$ cat src/rtl/mips_mem_pkg.sv
// rtl/mips_mem_pkg.sv - shared types and constants for the MIPS memory stage
// Purpose: access size encoding, FSM state encoding, byte-enable constants
//          and the alignment check used by mem_access_unit.
// Ports:   none (package)
package mips_mem_pkg;

  typedef enum logic [1:0] {
    SIZE_BYTE     = 2'b00,
    SIZE_HALF     = 2'b01,
    SIZE_WORD     = 2'b10,
    SIZE_WORD_ALT = 2'b11   // decoded exactly like SIZE_WORD
  } mem_size_t;

  typedef enum logic [1:0] {
    IDLE   = 2'b00,
    REQ    = 2'b01,
    WAIT_R = 2'b10,
    DONE   = 2'b11
  } mem_state_t;

  localparam logic [3:0] BE_BYTE0   = 4'b0001;
  localparam logic [3:0] BE_HALF_LO = 4'b0011;
  localparam logic [3:0] BE_HALF_HI = 4'b1100;
  localparam logic [3:0] BE_WORD    = 4'b1111;

  function automatic logic is_misaligned(input mem_size_t size, input logic [1:0] addr_lo);
    case (size)
      SIZE_BYTE: return 1'b0;
      SIZE_HALF: return addr_lo[0];
      default:   return (addr_lo != 2'b00);
    endcase
  endfunction

endpackage

$ cat src/rtl/mem_access_unit_if.sv
// rtl/mem_access_unit_if.sv - EX request handshake and data-memory bus bundle
// Purpose: groups the EX-side request signals and the dmem bus signals.
// Ports:   master = memory unit view (accepts requests, drives dmem bus)
//          slave  = environment view (EX stage plus data memory)
interface mem_access_unit_if;
  import mips_mem_pkg::*;

  logic        req_valid;
  logic        req_ready;
  logic        req_is_store;
  mem_size_t   req_size;
  logic        req_unsigned;
  logic [31:0] req_addr;
  logic [31:0] req_wdata;

  logic        dmem_req;
  logic        dmem_we;
  logic [31:0] dmem_addr;
  logic [3:0]  dmem_be;
  logic [31:0] dmem_wdata;
  logic        dmem_gnt;
  logic        dmem_rvalid;
  logic [31:0] dmem_rdata;

  modport master (
    input  req_valid, req_is_store, req_size, req_unsigned, req_addr, req_wdata,
    input  dmem_gnt, dmem_rvalid, dmem_rdata,
    output req_ready, dmem_req, dmem_we, dmem_addr, dmem_be, dmem_wdata
  );

  modport slave (
    output req_valid, req_is_store, req_size, req_unsigned, req_addr, req_wdata,
    output dmem_gnt, dmem_rvalid, dmem_rdata,
    input  req_ready, dmem_req, dmem_we, dmem_addr, dmem_be, dmem_wdata
  );

endinterface

$ cat src/rtl/mem_access_unit_load_align.sv
// rtl/mem_access_unit_load_align.sv - load data lane select and extension
// Purpose: picks the addressed byte/half out of a read word and sign- or
//          zero-extends it; words pass through unchanged.
// Ports:   rdata_i (32) read word, addr_lo_i (2) byte offset, size_i access size,
//          unsigned_i zero-extend select, result_o (32) aligned result
import mips_mem_pkg::*;

module load_align (
  input  logic [31:0] rdata_i,
  input  logic [1:0]  addr_lo_i,
  input  mem_size_t   size_i,
  input  logic        unsigned_i,
  output logic [31:0] result_o
);

  logic [7:0]  byte_v;
  logic [15:0] half_v;

  always_comb begin
    byte_v   = rdata_i[7:0];
    half_v   = addr_lo_i[1] ? rdata_i[31:16] : rdata_i[15:0];
    result_o = rdata_i;
    case (addr_lo_i)
      2'd1:    byte_v = rdata_i[15:8];
      2'd2:    byte_v = rdata_i[23:16];
      2'd3:    byte_v = rdata_i[31:24];
      default: byte_v = rdata_i[7:0];
    endcase
    case (size_i)
      SIZE_BYTE: result_o = {{24{~unsigned_i & byte_v[7]}}, byte_v};
      SIZE_HALF: result_o = {{16{~unsigned_i & half_v[15]}}, half_v};
      default:   result_o = rdata_i;
    endcase
  end

endmodule

$ cat src/rtl/mem_access_unit.sv
// rtl/mem_access_unit.sv - MIPS memory stage: one load/store per handshake
// Purpose: accepts an op from EX, drives the data-memory bus, aligns load data
//          into memory_out and stalls the pipeline while an op is in flight.
// Ports:   clk, rst_n (async, active-low); bus (master modport: req_* handshake
//          from EX, dmem_* bus); memory_out (32) load result; load_done,
//          store_done, misalign_err, bus_err one-cycle pulses; busy stall.
// Config:  MEM_TIMEOUT_EN enables the TIMEOUT_CYCLES bus watchdog.
import mips_mem_pkg::*;

module mem_access_unit #(
  parameter int TIMEOUT_CYCLES = 255
) (
  input  logic                  clk,
  input  logic                  rst_n,
  mem_access_unit_if.master     bus,
  output logic [31:0]           memory_out,
  output logic                  load_done,
  output logic                  store_done,
  output logic                  misalign_err,
  output logic                  bus_err,
  output logic                  busy
);

  mem_state_t  state_q;
  logic        is_store_q;
  mem_size_t   size_q;
  logic        unsigned_q;
  logic [1:0]  addr_lo_q;
  logic        dmem_req_q;
  logic        dmem_we_q;
  logic [31:0] dmem_addr_q;
  logic [3:0]  dmem_be_q;
  logic [31:0] dmem_wdata_q;
  logic [31:0] memory_out_q;
  logic        load_done_q;
  logic        store_done_q;
  logic        misalign_q;
  logic        bus_err_q;
  logic [3:0]  be_d;
  logic [31:0] wdata_d;
  logic [31:0] load_result;

`ifdef MEM_TIMEOUT_EN
  localparam int CNT_W = $clog2(TIMEOUT_CYCLES + 1);
  logic [CNT_W-1:0] cnt_q;
`else
  localparam int unused_timeout_cycles = TIMEOUT_CYCLES;
`endif

  // Store data is replicated across lanes so the memory only needs byte enables.
  always_comb begin
    be_d    = BE_WORD;
    wdata_d = bus.req_wdata;
    case (bus.req_size)
      SIZE_BYTE: begin
        be_d    = BE_BYTE0 << bus.req_addr[1:0];
        wdata_d = {4{bus.req_wdata[7:0]}};
      end
      SIZE_HALF: begin
        be_d    = bus.req_addr[1] ? BE_HALF_HI : BE_HALF_LO;
        wdata_d = {2{bus.req_wdata[15:0]}};
      end
      default: ;
    endcase
  end

  load_align u_load_align (
    .rdata_i    (bus.dmem_rdata),
    .addr_lo_i  (addr_lo_q),
    .size_i     (size_q),
    .unsigned_i (unsigned_q),
    .result_o   (load_result)
  );

  always_ff @(posedge clk or negedge rst_n) begin
    if (!rst_n) begin
      state_q      <= IDLE;
      is_store_q   <= 1'b0;
      size_q       <= SIZE_BYTE;
      unsigned_q   <= 1'b0;
      addr_lo_q    <= 2'b00;
      dmem_req_q   <= 1'b0;
      dmem_we_q    <= 1'b0;
      dmem_addr_q  <= 32'h0;
      dmem_be_q    <= 4'h0;
      dmem_wdata_q <= 32'h0;
      memory_out_q <= 32'h0;
      load_done_q  <= 1'b0;
      store_done_q <= 1'b0;
      misalign_q   <= 1'b0;
      bus_err_q    <= 1'b0;
`ifdef MEM_TIMEOUT_EN
      cnt_q        <= '0;
`endif
    end else begin
      load_done_q  <= 1'b0;
      store_done_q <= 1'b0;
      misalign_q   <= 1'b0;
      bus_err_q    <= 1'b0;
      case (state_q)
        IDLE: begin
          if (bus.req_valid) begin
            is_store_q   <= bus.req_is_store;
            size_q       <= bus.req_size;
            unsigned_q   <= bus.req_unsigned;
            addr_lo_q    <= bus.req_addr[1:0];
            dmem_we_q    <= bus.req_is_store;
            dmem_addr_q  <= {bus.req_addr[31:2], 2'b00};
            dmem_be_q    <= be_d;
            dmem_wdata_q <= wdata_d;
            if (is_misaligned(bus.req_size, bus.req_addr[1:0])) begin
              // Misaligned ops never reach the bus.
              state_q    <= DONE;
              misalign_q <= 1'b1;
            end else begin
              state_q    <= REQ;
              dmem_req_q <= 1'b1;
`ifdef MEM_TIMEOUT_EN
              cnt_q      <= '0;
`endif
            end
          end
        end
        REQ: begin
          if (bus.dmem_gnt) begin
            dmem_req_q <= 1'b0;
`ifdef MEM_TIMEOUT_EN
            cnt_q      <= '0;
`endif
            if (is_store_q) begin
              state_q      <= DONE;
              store_done_q <= 1'b1;
            end else begin
              state_q <= WAIT_R;
            end
          end
`ifdef MEM_TIMEOUT_EN
          else if (cnt_q == CNT_W'(TIMEOUT_CYCLES - 1)) begin
            dmem_req_q <= 1'b0;
            state_q    <= DONE;
            bus_err_q  <= 1'b1;
          end else begin
            cnt_q <= cnt_q + 1'b1;
          end
`endif
        end
        WAIT_R: begin
          if (bus.dmem_rvalid) begin
            memory_out_q <= load_result;
            load_done_q  <= 1'b1;
            state_q      <= DONE;
          end
`ifdef MEM_TIMEOUT_EN
          else if (cnt_q == CNT_W'(TIMEOUT_CYCLES - 1)) begin
            state_q   <= DONE;
            bus_err_q <= 1'b1;
          end else begin
            cnt_q <= cnt_q + 1'b1;
          end
`endif
        end
        default: state_q <= IDLE;
      endcase
    end
  end

  assign bus.req_ready  = (state_q == IDLE);
  assign busy           = (state_q != IDLE);
  assign bus.dmem_req   = dmem_req_q;
  assign bus.dmem_we    = dmem_we_q;
  assign bus.dmem_addr  = dmem_addr_q;
  assign bus.dmem_be    = dmem_be_q;
  assign bus.dmem_wdata = dmem_wdata_q;
  assign memory_out     = memory_out_q;
  assign load_done      = load_done_q;
  assign store_done     = store_done_q;
  assign misalign_err   = misalign_q;
  assign bus_err        = bus_err_q;

endmodule

$ cat src/flat_wrapper.sv
// flat-port wrapper written by rule: the top's interface ports become plain ports
module mem_access_unit_flat 
#(
  parameter int TIMEOUT_CYCLES = 255
)
  (clk, rst_n, memory_out, load_done, store_done, misalign_err, bus_err, busy, bus_req_valid, bus_req_is_store, bus_req_size, bus_req_unsigned, bus_req_addr, bus_req_wdata, bus_dmem_gnt, bus_dmem_rvalid, bus_dmem_rdata, bus_req_ready, bus_dmem_req, bus_dmem_we, bus_dmem_addr, bus_dmem_be, bus_dmem_wdata);
  mem_access_unit_if bus_i ();
  input  logic clk;
  input  logic rst_n;
  output logic [31:0] memory_out;
  output logic load_done;
  output logic store_done;
  output logic misalign_err;
  output logic bus_err;
  output logic busy;
  input wire logic [$bits(bus_i.req_valid)-1:0] bus_req_valid;
  input wire logic [$bits(bus_i.req_is_store)-1:0] bus_req_is_store;
  input wire logic [$bits(bus_i.req_size)-1:0] bus_req_size;
  input wire logic [$bits(bus_i.req_unsigned)-1:0] bus_req_unsigned;
  input wire logic [$bits(bus_i.req_addr)-1:0] bus_req_addr;
  input wire logic [$bits(bus_i.req_wdata)-1:0] bus_req_wdata;
  input wire logic [$bits(bus_i.dmem_gnt)-1:0] bus_dmem_gnt;
  input wire logic [$bits(bus_i.dmem_rvalid)-1:0] bus_dmem_rvalid;
  input wire logic [$bits(bus_i.dmem_rdata)-1:0] bus_dmem_rdata;
  output wire logic [$bits(bus_i.req_ready)-1:0] bus_req_ready;
  output wire logic [$bits(bus_i.dmem_req)-1:0] bus_dmem_req;
  output wire logic [$bits(bus_i.dmem_we)-1:0] bus_dmem_we;
  output wire logic [$bits(bus_i.dmem_addr)-1:0] bus_dmem_addr;
  output wire logic [$bits(bus_i.dmem_be)-1:0] bus_dmem_be;
  output wire logic [$bits(bus_i.dmem_wdata)-1:0] bus_dmem_wdata;
  assign bus_i.req_valid = bus_req_valid;
  assign bus_i.req_is_store = bus_req_is_store;
  assign bus_i.req_size = bus_req_size;
  assign bus_i.req_unsigned = bus_req_unsigned;
  assign bus_i.req_addr = bus_req_addr;
  assign bus_i.req_wdata = bus_req_wdata;
  assign bus_i.dmem_gnt = bus_dmem_gnt;
  assign bus_i.dmem_rvalid = bus_dmem_rvalid;
  assign bus_i.dmem_rdata = bus_dmem_rdata;
  assign bus_req_ready = bus_i.req_ready;
  assign bus_dmem_req = bus_i.dmem_req;
  assign bus_dmem_we = bus_i.dmem_we;
  assign bus_dmem_addr = bus_i.dmem_addr;
  assign bus_dmem_be = bus_i.dmem_be;
  assign bus_dmem_wdata = bus_i.dmem_wdata;
  mem_access_unit #(.TIMEOUT_CYCLES(TIMEOUT_CYCLES)) u_core (.clk(clk), .rst_n(rst_n), .bus(bus_i), .memory_out(memory_out), .load_done(load_done), .store_done(store_done), .misalign_err(misalign_err), .bus_err(bus_err), .busy(busy));
endmodule
$ cat config.mk
export PLATFORM = sky130hd
export DESIGN_NAME = mem_access_unit_flat
export DESIGN_NICKNAME = d
export VERILOG_FILES = /design/src/rtl/mips_mem_pkg.sv /design/src/rtl/mem_access_unit_if.sv /design/src/rtl/mem_access_unit_load_align.sv /design/src/rtl/mem_access_unit.sv /design/src/flat_wrapper.sv
export SDC_FILE = /design/constraint.sdc
export NUM_CORES = 1
export LEC_CHECK = 0
export ABC_AREA = 1
export BUFFER_PORTS_ARGS = -buffer_cell sky130_fd_sc_hd__buf_2
export CAP_MARGIN = 0
export CELL_PAD_IN_SITES_DETAIL_PLACEMENT = 2
export CELL_PAD_IN_SITES_GLOBAL_PLACEMENT = 2
export CORE_UTILIZATION = 27
export CTS_CLUSTER_SIZE = 30
export DETAILED_ROUTE_END_ITERATION = 12
export MAX_ROUTING_LAYER = met4
export PLACE_DENSITY_LB_ADDON = 0.12
export SETUP_SLACK_MARGIN = 0.15
export SLEW_MARGIN = 5
export SYNTH_ARGS = -nofsm -noshare
export SYNTH_HDL_FRONTEND = slang
export SYNTH_HIERARCHICAL = 1
export SYNTH_SLANG_ARGS = --single-unit
$ cat constraint.sdc
create_clock -name clk -period 1.65 [get_ports clk]
set_input_delay 0.165 -clock clk [delete_from_list [all_inputs] [get_ports clk]]
set_output_delay 0.165 -clock clk [all_outputs]
set_load 0.05 [all_outputs]
==> results.py, run 1 <==
metrics = {
    "critical_path": {
        "crit_type": "reg2out",
        "crit_required_ns": 1.48,
        "cp-startpoint": "u_core/state_q[1]",
        "critPathMaxStageDelay_ns": 0.41,
        "path_cells": "inv_2, ha_4, clkinvlp_4, buf_6",
        "cp_max_fo": 6,
        "slowest_stage": "dfrtp_1",
        "cp-end-kind": "output pin",
        "regToRegStartpoint": "u_core/addr_lo_q[1]",
        "cp_data_arrival_time_ns": 1.34,
        "worstSetupStartpointType": "flip-flop",
    },
    "run_status": {
        "status": "finished, final reports clean",
    },
    "clock_network": {
        "cts.clk_slew.worst_paths_ns": 0.08,
        "cts_made_buffers": 9,
        "clk_latency_ns": 0.35,
        "tritoncts": "yes",
        "cts-root-buf": "clkbuf_16",
        "h-tree-depth": 3,
        "cts_buffer_depth": 2,
        "clock_sinks": 110,
    },
    "sta": {
        "slew_viol_final": 0,
        "fmax_mhz": 665,
        "fin_crit_ns": 1.50,
        "fin_skew_ns": 0.00365,
        "fin_crit_sh_pct": 91.1,
        "rsz0062_at_grt": "true",
        "setup_ws_ns": 0.147,
        "finalHoldViolations": 0,
        "holdWs_ns": 0.0134,
        "setup_violations": 0,
    },
    "synth": {
        "synth_area_per_cell_sq_um": 7.77,
        "synth.top_cell.area_share_pct": 50.4,
        "netlist_instances": 703,
        "synth.area.top_cells": "dfrtp_1, nand2_1, nand3_2, nand3_1, o21ai_1",
        "synth-async-reset-ratio_pct": 100,
        "synth_area_sq_um": 5460,
        "synth-seq-area-share_pct": 50.4,
        "synth_edf_count": 0,
        "yosys_warnings": 6,
        "synth-seq-cells": 110,
        "yosysTopAreaCell": "dfrtp_1",
        "synth_cell_types": 27,
        "synth_ff_type": "dfrtp_1",
    },
    "route": {
        "vias": 5605,
        "avgViaCountPerCell": 4.64,
        "drt-initial-drc-count": 205,
        "ant_nets": 0,
        "firstDrtPassIters": 4,
        "drc": 0,
        "routed_wirelength_um": 20900,
        "wl_per_cell_um": 17.3,
    },
    "power_and_ir_drop": {
        "p_per_area_nw_per_um2": 2350,
        "power.leakage_uw": 0.00427,
        "max-vdd-ir-drop_v": 0.000872,
    },
    "global_routing": {
        "grt_antenna_before_repair": 2,
        "overflow": 0,
        "grt_pass1_vias": 6179,
        "grt_pass1_wl_um": 32100,
        "grt_max_degree": 51,
        "track_usage_pct": 20.8,
    },
    "die": {
        "io_pins": 213,
        "fp.dieH_um": 144,
        "dieArea_sq_um": 20800,
        "rows": 51,
        "core_sq_um": 19700,
        "start_util_pct": 27.8,
        "die_w_um": 144,
    },
    "place": {
        "place.port_buffers": 209,
        "place.gp.congestion": 0.796,
        "dp_hpwl_um": 14800,
        "place_ws_ns": -0.0644,
    },
    "flow_run": {
        "max_cap_violations": 0,
    },
    "final_layout": {
        "mostFrequentLayoutCells": "nand2_1, buf_2, dfrtp_1, nand3_1, o21ai_1",
        "drive_above_1_share_pct": 32.7,
        "nFillCells": 2364,
        "layout_commonest_cell": "nand2_1",
        "area_growth_syn_to_layout_pct": 38.1,
        "layout.nets": 1044,
    },
    "hold_path": {
        "min_from": "bus_req_unsigned",
        "hold_path.class": "in2reg",
    },
}
## worst max-delay path, delay by kind of cell, from the launching register on
kind	cells	cell delay, ns
fa+ha+maj	1	0.20
buf+inv	3	0.37
flops	1	0.41
## stage by stage
step / util (%) / area, sq um / cells / total power (uW) / TNS (ns)
finish: 38.4 / 7550 / 1207 / 17800 / 0
global route: 38.4 / 7550 / 1207 / 18900 / 0
detailed placement: 34.7 / 6820 / 1159 / 14900 / -0.180
floorplan: - / 5490 / 705 / 12100 / 0
CTS: 37.6 / 7380 / 1200 / 17600 / 0
global placement: 34.7 / 6820 / 1159 / 14600 / 0
## synth_stat cells (2+ instances only)
library cell / number
o21ai_0: 11
inv_1: 28
dfrtp_1: 110
clkbuf_1: 7
nand2_1: 367
nand3_2: 21
a21oi_1: 19
buf_6: 7
o21ai_1: 31
o21ai_2: 2
nor2_4: 2
nor2_1: 16
nand3_1: 38
inv_2: 2
buf_2: 14
nand2_2: 4
buf_4: 11
ha_1: 4
## where the power goes
part           total [uW]  internal [uW]  switching (uW)
Clock                2200           1060            1140
Sequential           4620           3930             688
Combinational       10900           2900            8050
Total               17800           7890            9880
## per-layer routing
| metal | vias to the layer above | wire (um) | share of wire [%] | track usage, % |
|---|---|---|---|---|
| met1 | 2780 | 8950 | 43 | 24.5 |
| met5 | - | 0 | 0 | - |
| li1 | 2656 | - | - | - |
| met4 | 0 | 365 | 1.7 | 5.48 |
| met2 | 142 | 10600 | 51 | 36.0 |
| met3 | 27 | 974 | 4.7 | 4.14 |
## what timing repair did
item / in CTS / in global routing
gates resized for setup: 9 / 24
setup endpoints to repair: 51 / 39
pin swaps: 1 / 7
gates cloned: 2 / 2
hold endpoints to repair: 36 / 0
buffers inserted: 7 / 3
hold buffers: 16 / 0
## worst paths after layout
path                            cells after the start               endpoint  slack, ns
worst max register to register                      8  u_core/memory_out[31]       0.17
worst max-delay path                                4                   busy       0.15
max in group asynchronous                           3    u_core/addr_lo_q[1]       0.78
worst min register to register                      2  u_core/memory_out[29]       0.48
min in group asynchronous                           2   u_core/memory_out[6]       0.26
worst min-delay path                                3      u_core/unsigned_q       0.01
## sequential cells by signal (all words and copies together), names as in the netlist
name / flops
u_core/size_q: 2
u_core/bus.dmem_addr: 30
u_core/bus.dmem_be: 4
u_core/load_done: 1
u_core/bus.dmem_req: 1
u_core/bus.dmem_we: 1
u_core/memory_out: 32
u_core/addr_lo_q: 2
u_core/misalign_err: 1
u_core/unsigned_q: 1
u_core/bus.dmem_wdata: 32
u_core/store_done: 1
u_core/state_q: 2
## area by class of cell
cell class / instances / area, sq um / share of cell area [%]
inverter: 32 / 139 / 1.84
timing repair buffer: 256 / 1580 / 21.0
clock inverter: 6 / 53.8 / 0.713
antenna: 2 / 5.00 / 0.0663
tap: 265 / 332 / 4.39
sequential: 110 / 2750 / 36.5
clock buffer: 10 / 229 / 3.03
multi-input combinational: 526 / 2450 / 32.5
## cell families after synthesis
group | Yosys count | share of synthesized area [%]
fa+ha+maj | 4 | 0.916
buf+inv | 71 | 6.96
other cells | 1 | 0.0686
simple gates | 450 | 35.2
compound gates | 67 | 6.48
flops | 110 | 50.4
(Power assumes the default switching activity.)
==> inputs of run 2 (changes only) <==
Settings changed: REMOVE_ABC_BUFFERS from default to 1.
==> run 2 against run 1 <==
  * Utilization fell by 0.12 points
  * Clock power rose by 6%
  * Clock skew rose by 0.0013 ns
  * Die area did not move
  * Critical path depth rose by 4
  * Critical endpoint is now u_core/memory_out[4]
==> results.py, run 2 (synthesis results as in run 1) <==
metrics = {
    "sta": {
        "fin_crit_sh_pct": 87.3,
        "fmax_mhz": 695,
        "rsz0062_at_grt": "true",
        "finalHoldViolations": 0,
        "slew_viol_final": 0,
        "holdWs_ns": 0.0121,
        "fin_crit_ns": 1.44,
        "fin_skew_ns": 0.00495,
        "setup_violations": 0,
    },
    "clock_network": {
        "cts.clk_slew.worst_paths_ns": 0.08,
        "cts_made_buffers": 9,
        "tritoncts": "yes",
        "cts-root-buf": "clkbuf_16",
        "cts_buffer_depth": 2,
        "h-tree-depth": 3,
        "clk_latency_ns": 0.35,
        "clock_sinks": 110,
    },
    "die": {
        "rows": 51,
        "core_sq_um": 19700,
        "io_pins": 213,
        "fp.dieH_um": 144,
        "dieArea_sq_um": 20800,
        "die_w_um": 144,
        "start_util_pct": 27.8,
    },
    "global_routing": {
        "grt_pass1_vias": 6227,
        "grt_pass1_wl_um": 32500,
        "grt_antenna_before_repair": 3,
        "grt_max_degree": 61,
        "overflow": 0,
        "track_usage_pct": 21.2,
    },
    "power_and_ir_drop": {
        "clkPwrFrac_pct": 13.1,
        "p_seq_share_pct": 26.3,
        "p_per_area_nw_per_um2": 2370,
        "max-vdd-ir-drop_v": 0.00106,
        "intPower_uw": 8010,
        "p_sw_uw": 9810,
        "report.power.total_uw": 17800,
        "comb_power_share_pct": 60.6,
        "power.leakage_uw": 0.00429,
        "switching_share_pct": 55.1,
    },
    "final_layout": {
        "multi_input_area_sq_um": 2370,
        "final_core_utilization_pct": 38.3,
        "layout.nets": 1049,
        "drive_above_1_share_pct": 33.0,
        "mostFrequentLayoutCells": "nand2_1, buf_2, dfrtp_1, nand3_1, o21ai_1",
        "final_cells": 1213,
        "layout_commonest_cell": "nand2_1",
        "area_growth_syn_to_layout_pct": 37.7,
        "seq_area_sq_um": 2760,
        "nFillCells": 2315,
    },
    "route": {
        "drt-initial-drc-count": 244,
        "ant_nets": 0,
        "avgViaCountPerCell": 4.63,
        "drc": 0,
        "firstDrtPassIters": 6,
        "wl_per_cell_um": 17.5,
        "routed_wirelength_um": 21200,
        "vias": 5613,
    },
    "critical_path": {
        "critPathMaxStageDelay_ns": 0.45,
        "regToRegStartpoint": "u_core/addr_lo_q[1]",
        "crit_buf_inv": 3,
        "cp-end-kind": "flip-flop",
        "worstSetupStartpointType": "flip-flop",
        "cp_top_family": "buffers and inverters",
        "path_cells": "buf_12, buf_4, o21ai_2, buf_6, nand2_1, nand3_1, nand2_1, nand2_1",
        "slowest_stage": "dfrtp_2",
        "path_depth": 8,
        "cpMostUsedCell": "nand2_1",
        "crit_required_ns": 1.94,
        "crit_type": "reg2reg",
        "cp_data_arrival_time_ns": 1.73,
        "rrSetupSlack_ns": 0.21,
        "cp_max_fo": 8,
        "reg2reg_to": "u_core/memory_out[4]",
        "r2r_cells": 8,
    },
    "place": {
        "placed_cells": 1165,
        "place.gp.congestion": 0.833,
        "dp_hpwl_um": 15600,
        "place.port_buffers": 209,
    },
    "flow_run": {
        "max_cap_violations": 0,
    },
    "hold_path": {
        "hold_path.class": "in2reg",
        "min_to": "u_core/bus.dmem_addr[9]",
        "min_from": "bus_req_addr[9]",
        "hold-path-cell-count": 3,
    },
    "run_status": {
        "status": "finished, final reports clean",
    },
}
[run 2: repair_timing]
action / in CTS / in global routing
cloned: 0 / 1
gates resized for setup: 9 / 18
setup endpoints to repair: 48 / 42
pin swaps: 1 / 3
hold buffers: 18 / 0
buffers inserted: 5 / 5
endpoints found under the hold margin: 45 / 0
[run 2: how the worst max path moves through the flow]
stage	startpoint	endpoint	slack, ns
after floorplan	u_core/state_q[0]	u_core/bus.dmem_be[2]	-1.32
after detailed placement	u_core/state_q[0]	u_core/bus.dmem_wdata[21]	0.03
after CTS	u_core/state_q[1]	busy	0.15
final	u_core/addr_lo_q[1]	u_core/memory_out[4]	0.21
after global placement	u_core/state_q[0]	u_core/bus.dmem_req	0.16
after global routing	u_core/state_q[0]	u_core/state_q[1]	0.14
[run 2: metrics by stage]
stage               setup TNS (ns)  setup slack (ns)  instance area (sq um)
finish                           0             0.210                   7520
global route                     0             0.141                   7520
CTS                              0             0.146                   7410
detailed placement               0            0.0282                   6850
global placement                 0             0.156                   6850
floorplan                   -85.77             -1.32                   5210
[run 2: routing by layer]
| layer | wire length, um | track usage [%] | share of wire, % | vias up |
|---|---|---|---|---|
| met5 | 0 | - | 0 | - |
| li1 | - | - | - | 2666 |
| met4 | 282 | 5.04 | 1.3 | 0 |
| met1 | 8890 | 24.7 | 42 | 2770 |
| met2 | 10800 | 37.0 | 51 | 159 |
| met3 | 1270 | 4.80 | 6.0 | 18 |
[run 2: final cells by class]
class / count / area share [%]
sequential: 110 / 36.6
multi-input combinational: 524 / 31.6
timing repair buffer: 263 / 21.6
tap: 265 / 4.41
clock buffer: 9 / 2.99
inverter: 32 / 1.63
clock inverter: 7 / 1.10
antenna: 3 / 0.0998
[run 2: power by group through the flow]
stage	registers, uW	clock network [uW]	logic (uW)
floorplan	8680	0	3080
global placement	4680	0	10000
detailed placement	4720	0	10300
CTS	4700	2410	10600
global route	4840	2520	11600
finish	4690	2330	10800
[run 2: worst reg2reg max path: stages (launching register included)]
cell and delay [ns]:
dfrtp_2 0.45, buf_12 0.14, buf_4 0.16, o21ai_2 0.17, buf_6 0.16, nand2_1 0.07
nand3_1 0.11, nand2_1 0.07, nand2_1 0.06
